**config.mk**
```make
export PLATFORM = sky130hd
export DESIGN_NAME = fp_hazard_unit
export DESIGN_NICKNAME = d
export VERILOG_FILES = /design/src/rtl/fp_hazard_unit.sv
export SDC_FILE = /design/constraint.sdc
export NUM_CORES = 1
export LEC_CHECK = 0
export BUFFER_PORTS_ARGS = -buffer_cell sky130_fd_sc_hd__buf_2
export CAP_MARGIN = 20
export CORE_ASPECT_RATIO = 0.9
export CORE_MARGIN = 2
export CORE_UTILIZATION = 34
export CTS_CLUSTER_SIZE = 28
export DETAILED_ROUTE_END_ITERATION = 8
export PLACE_DENSITY = 0.71
export SYNTH_ARGS = -nofsm -noshare
export SYNTH_HDL_FRONTEND = slang
export SYNTH_SLANG_ARGS = --single-unit
export TNS_END_PERCENT = 10
```
**constraint.sdc**
```tcl
create_clock -name clk -period 1.9 [get_ports clk]
set_input_delay 0.38 -clock clk [delete_from_list [all_inputs] [get_ports clk]]
set_output_delay 0.38 -clock clk [all_outputs]
set_load 0.05 [all_outputs]
```
**src/rtl/fp_hazard_unit.sv**
```systemverilog
// fp_hazard_unit
// Hazard and forwarding control for the 5-stage core with a multi-cycle FP
// execute path.
//
// Ports:
//   clk, reset            : clock and synchronous active-high reset
//   Rs1D/Rs2D             : Decode-stage source addresses
//   Rs1E/Rs2E/RdE         : Execute-stage source/destination addresses
//   RdM/RdW               : Memory/Writeback destination addresses
//   RegWriteM/RegWriteW   : Memory/Writeback register-file write enables
//   LoadE, PCSrcE         : Execute-stage load flag, taken branch/jump
//   IsFpE, FpOpE          : Execute-stage FP flag and FP op code
//   StallF/StallD/StallE  : hold PC, IF_ID, ID_EX
//   FlushD/FlushE/FlushM  : clear IF_ID, ID_EX, EX_MEM
//   ForwardAE/ForwardBE   : operand select (00 RF, 01 ResultW, 10 ALUResultM)
//   FpBusyE               : FP occupancy FSM is BUSY
//   FpStallCycles         : saturating count of FP-induced stall cycles
module fp_hazard_unit #(
    parameter int ADD_LAT = 0,
    parameter int MUL_LAT = 2,
    parameter int DIV_LAT = 8,
    parameter int CNT_W   = 4
) (
    input  logic        clk,
    input  logic        reset,
    input  logic [4:0]  Rs1D,
    input  logic [4:0]  Rs2D,
    input  logic [4:0]  Rs1E,
    input  logic [4:0]  Rs2E,
    input  logic [4:0]  RdE,
    input  logic [4:0]  RdM,
    input  logic [4:0]  RdW,
    input  logic        RegWriteM,
    input  logic        RegWriteW,
    input  logic        LoadE,
    input  logic        PCSrcE,
    input  logic        IsFpE,
    input  logic [1:0]  FpOpE,
    output logic        StallF,
    output logic        StallD,
    output logic        StallE,
    output logic        FlushD,
    output logic        FlushE,
    output logic        FlushM,
    output logic [1:0]  ForwardAE,
    output logic [1:0]  ForwardBE,
    output logic        FpBusyE,
    output logic [15:0] FpStallCycles
);

    typedef enum logic {IDLE, BUSY} state_t;

    state_t           state, state_next;
    logic [CNT_W-1:0] cnt, cnt_next;
    logic [CNT_W-1:0] lat_n;
    logic             fp_start;
    logic             fp_stall;
    logic             lw_stall;

    // M has priority over W; x0 is never a forwarding source.
    function automatic logic [1:0] fwd_sel(input logic [4:0] rs);
        if (RegWriteM && (RdM != 5'd0) && (rs == RdM))
            return 2'b10;
        else if (RegWriteW && (RdW != 5'd0) && (rs == RdW))
            return 2'b01;
        else
            return 2'b00;
    endfunction

    always_comb begin
        ForwardAE = fwd_sel(Rs1E);
        ForwardBE = fwd_sel(Rs2E);
    end

    always_comb begin
        case (FpOpE)
            2'b10:   lat_n = CNT_W'(MUL_LAT);
            2'b11:   lat_n = CNT_W'(DIV_LAT);
            default: lat_n = CNT_W'(ADD_LAT);
        endcase
    end

    assign lw_stall = LoadE && (RdE != 5'd0) && ((Rs1D == RdE) || (Rs2D == RdE));
    assign fp_start = IsFpE && (lat_n != '0) && (state == IDLE);
    // The IDLE start cycle counts as the first hold cycle, so BUSY holds
    // only while cnt!=0; the cnt==0 cycle lets the FP op leave EX.
    assign fp_stall = fp_start || ((state == BUSY) && (cnt != '0));

    always_ff @(posedge clk) begin
        if (reset) begin
            state <= IDLE;
            cnt   <= '0;
        end else begin
            state <= state_next;
            cnt   <= cnt_next;
        end
    end

    always_comb begin
        state_next = state;
        cnt_next   = cnt;
        case (state)
            IDLE: begin
                if (fp_start) begin
                    cnt_next   = lat_n - CNT_W'(1);
                    state_next = BUSY;
                end
            end
            BUSY: begin
                if (cnt != '0)
                    cnt_next = cnt - CNT_W'(1);
                else
                    state_next = IDLE;
            end
            default: begin
                state_next = IDLE;
                cnt_next   = '0;
            end
        endcase
    end

    always_comb begin
        StallF = 1'b0;
        StallD = 1'b0;
        StallE = 1'b0;
        FlushD = 1'b0;
        FlushE = 1'b0;
        FlushM = 1'b0;
        if (!reset) begin
            StallF = lw_stall || fp_stall;
            StallD = lw_stall || fp_stall;
            StallE = fp_stall;
            FlushM = fp_stall;
            FlushE = (lw_stall || PCSrcE) && !fp_stall;
            FlushD = PCSrcE && !fp_stall;
        end
    end

    assign FpBusyE = (state == BUSY);

    always_ff @(posedge clk) begin
        if (reset)
            FpStallCycles <= '0;
        else if (fp_stall && (FpStallCycles != 16'hFFFF))
            FpStallCycles <= FpStallCycles + 16'd1;
    end

endmodule
```
==> Word-level counts from Yosys, hierarchy flattened <==
Cells that the tools add are included.
W data, S select, Z words.
{ "word_totals": {"register_bits": 21, "out_inout_bits": 27, "elab_cells": 58} }
{ "classes": {"add_sub_neg": 3, "eq_ne": 11, "mux": 15, "bitwise": 1, "reduce_logical": 25} }
{ "op_table": {"columns": ["operator", "count"], "rows": [
  ["$eq A5 B5 Y1", 6],
  ["$add A16 B1 Y16 const B", 1],
  ["$ne A16 B16 Y1 const B", 1],
  ["$pmux W4 S2", 2],
  ["$reduce_bool A5 Y1", 3],
  ["$logic_and A1 B1 Y1", 14],
  ["$mux W1", 8],
  ["$mux W4", 2],
  ["$reduce_bool A4 Y1", 2],
  ["$sub A4 B1 Y4 const B", 2],
  ["$eq A2 B2 Y1 const B", 2],
  ["$logic_or A1 B1 Y1", 4],
  ["$mux W2", 2],
  ["$ne A2 B1 Y1 const B", 1],
  ["$ne A2 B2 Y1 const B", 1],
  ["$pmux W1 S2", 1],
  ["$reduce_and A2 Y1", 1],
  ["$logic_not A1 Y1", 1],
  ["$not A1 Y1", 1]
]} }

==> Logic depth before layout (Yosys ltp) <==
{ "logic_depth": {"depth_word": 9, "ltp_mapped": 7, "mapped_depth_nobuf": 6} }

==> Worst setup path before layout <==
No wires, ideal clock.
{ "synth_timing": {"kind": "input to output", "start": "input port RdM[1]", "end": "output port ForwardAE[0]", "t_arrival_ns": 2.957, "required_ns": 1.520, "setup_slack_ns": -1.437, "cell_stages": 4, "n_path_buf": 0, "cell_sequence": "or4_1 -> o21ai_0 -> nor4_1 -> nor4_1"} }
{ "synth_via": {"elab_chain_len": 4} }
{ "synth_lines": {"columns": ["element", "line", "source"], "rows": [
  ["from (decl)", "31", "input logic [4:0] RdM,"],
  ["$reduce_bool A5 Y1", "62", "if (RegWriteM && (RdM != 5'd0) && (rs == RdM))"],
  ["$logic_and A1 B1 Y1", "62", null],
  ["$logic_and A1 B1 Y1 *", "62", null],
  ["$mux W2 *", "62", null],
  ["to (decl)", "45", "output logic [1:0] ForwardAE,"]
]} }
Every way passes the cells marked *; elsewhere a longest branch is shown, timed or not.

==> Final worst setup path <==
{ "layout_timing": {"start": "input port RdW[4]", "end": "output port ForwardBE[0]"} }
{ "layout_via": {"elab_chain_len": 5} }
{ "layout_lines": {"columns": ["element", "line", "source"], "rows": [
  ["from (decl)", "32", "input logic [4:0] RdW,"],
  ["$reduce_bool A5 Y1", "64", "else if (RegWriteW && (RdW != 5'd0) && (rs == RdW))"],
  ["$logic_and A1 B1 Y1", "64", null],
  ["$logic_and A1 B1 Y1 *", "64", null],
  ["$mux W1 *", "64", null],
  ["$mux W2 *", "62", null],
  ["to (decl)", "46", "output logic [1:0] ForwardBE,"]
]} }
Marked as above.

==> metrics <==
fmax=0.467 GHz; NetSw=0.404 mW; Simple-Gate Fraction of Synth Area=24.7%; clock latency at the later pin of the worst-skew pair=0.26 ns; Post-synth EDFFs=0; CTS tree=done; 1st-pass router iterations=4; Cell variety after synth=41; max_cap viols=0; crit path kind=input port to output pin; cell taking the most area after synthesis=dfxtp_1; total die area=4860 sq um; vias in the first global route=1479; I/O pin count=71; Core Footprint=4100 sq um; Final Critical Period=2.14 ns; largest family of logic cells by synthesized area=XOR/XNOR gates; number of synthesis warnings=0; drt total wl=4.06 mm; initial antenna violation count=0; violated checks=negative setup slack; M3 GR Usage=3.96%; met1 GRT Util=21.8%; mapped cell area=1470 sq um; sequential share of power=39.1%; Synth Instances=176; Vias per Instance=5.01; gpl congestion=0.881; layout cells sized above 1=46.1%; startpoint types=input port; synthesized netlist net count=222; Pleak=0.974 nW; Seq/Total Area, Yosys=28.7%; DIE HEIGHT=66.3 um; crit path max fanout=3; Req. time, crit path=1.52 ns; Synth async-reset ratio=0%; area share of fa/ha/maj cells after synthesis=1.71%; Slew Viols, Final=0; Slew @ Worst Pin=0.481 ns; headroom to the max-slew limit=67.1%; dominant cells by area after synthesis=dfxtp_1 29%, xnor2_1 13%, xor2_1 13%; commonest non-fill, non-tap cell in the layout=buf_2; Net count, final=316; pin count of the biggest net entering global routing=23; # hold bufs at CTS=0; final-report setup violation count=8; Syn Area/Cell=8.33 sq um; Hold/Removal Path Class=input port to flop; Comb power frac=36.7%; Sequential Area=424 sq um; Hold Slack=0.414 ns; fillers=377; Util after Layout=55.7%; final hold violations=0; first-pass GRT wire length=6.52 mm; ant diodes=0; area delta synth->final=55.8%; Die Span X=73.2 um; Synth Register Bits=21; Longest Clk Path Bufs=2; post-synthesis mux area share=1.37%; wire per inst=12.8 um; Worst-path clk slew=0.07 ns; Cell Int Power=0.802 mW; hold depth=4; reg2reg path depth=7; switching share of power=33.5%; power per cell area=528 nW/um^2; Data arrival, critical path=1.76 ns; crit end category=output pin; status=finished, violations left; RSZ-0062 raised after global routing=yes; row count=22; total power=1.21 mW; Synth Flop Type=dfxtp_1; via count=1587; compound-cell area share of the yosys netlist=14.3%; placed instance count=312; Placed Area=2140 sq um; area of the multi-input gates=1130 sq um; Routed Antenna Nets=0; grt met2 use=29.2%; clk sinks=21; clock group share of total power=24.2%; final non-filler cell total=317; Starting Density=35.8%; Final period util=113%; setup slack after layout=-0.242 ns; hpwl dp=3.16 mm; clock buffer count from CTS=3; GRT overflow=0; Setup Skew=0.00436 ns; CTS HTree Levels=1; Design Area, Final=2280 sq um; gr usage total=17.0%; Peak VDD IR=0.308 mV; Port Buffers=70; 1st-iter DRT viols=40; most frequent cells in the layout=62 x buf_2, 27 x buf_4, 21 x xor2_1; DR DRC count=0; GRT busiest layer=met2; Root Buffer=clkbuf_8; top cell type's share of synthesized area=28.7%; Post-Synth XOR/XNOR Area=25.1%
==> cells by family after synthesis <==
family          count (synthesis)
fa+ha+maj                       2
flops                          21
xor+xnor                       42
simple gates                   68
buf+inv                        11
mux                             2
compound gates                 30
==> routing by layer <==
layer	wire length [um]	vias up
met5	0	-
met2	1950	45
met4	8	0
li1	-	821
met1	1890	719
met3	213	2
==> final timing paths <==
check                            from                             to  slack, ns
setup / recovery               RdW[4]                   ForwardBE[0]      -0.24
hold / removal                  reset            cnt[3]$_SDFFE_PP0P_       0.41
setup reg to reg  cnt[2]$_SDFFE_PP0P_  FpStallCycles[1]$_SDFFE_PP0P_       0.12
hold reg to reg   cnt[3]$_SDFFE_PP0P_            cnt[3]$_SDFFE_PP0P_       0.43
==> state kept, by name, indices dropped and copies added, names as in the netlist <==
register / cells
FpBusyE: 1
FpStallCycles: 16
cnt: 4
==> area by class of cell <==
type | instances | share of cell area, %
flip-flops and latches | 21 | 18.6
well taps | 48 | 2.63
clock buffers | 4 | 1.97
inverters | 3 | 0.493
multi-input cells | 144 | 49.6
repair buffers | 97 | 26.7
==> timing repair <==
action	CTS	global route
setup buffers	1	0
cloned	0	0
setup endpoints to repair	10	10
resized for setup	19	6
pin swaps	7	1
==> power by group through the flow <==
stage | sequential, mW | combinational, mW | clock [mW]
after floorplan | 0.510 | 0.219 | 0
after global placement | 0.481 | 0.401 | 0
after detailed placement | 0.481 | 0.408 | 0
after CTS | 0.472 | 0.436 | 0.310
after global routing | 0.475 | 0.478 | 0.326
final | 0.471 | 0.442 | 0.292
==> metrics by stage <==
stage                     setup slack [ns]  TNS, ns
after floorplan                     -0.302    -1.54
after CTS                           -0.223    -1.06
after global placement              -0.301    -1.14
final                               -0.242   -0.990
after global routing                -0.304    -1.46
after detailed placement            -0.325    -1.19
==> synthesized netlist by cell type, types with 3 or more instances <==
cell type	n
a21oi_1	6
and3_1	3
buf_2	3
dfxtp_1	21
inv_1	3
nand2_1	10
nand3_1	10
nor2_1	19
nor4_1	5
o2111ai_1	4
o21ai_0	6
or3_1	4
or4_1	6
xnor2_1	21
xor2_1	21
==> worst max-delay path, stage by stage <==
cell	delay (ns)
buf_2	0.11
or4_1	0.10
o21ai_0	0.11
or4_4	0.57
nor4_4	0.29
buf_6	0.19
(Power assumes the default switching activity.)
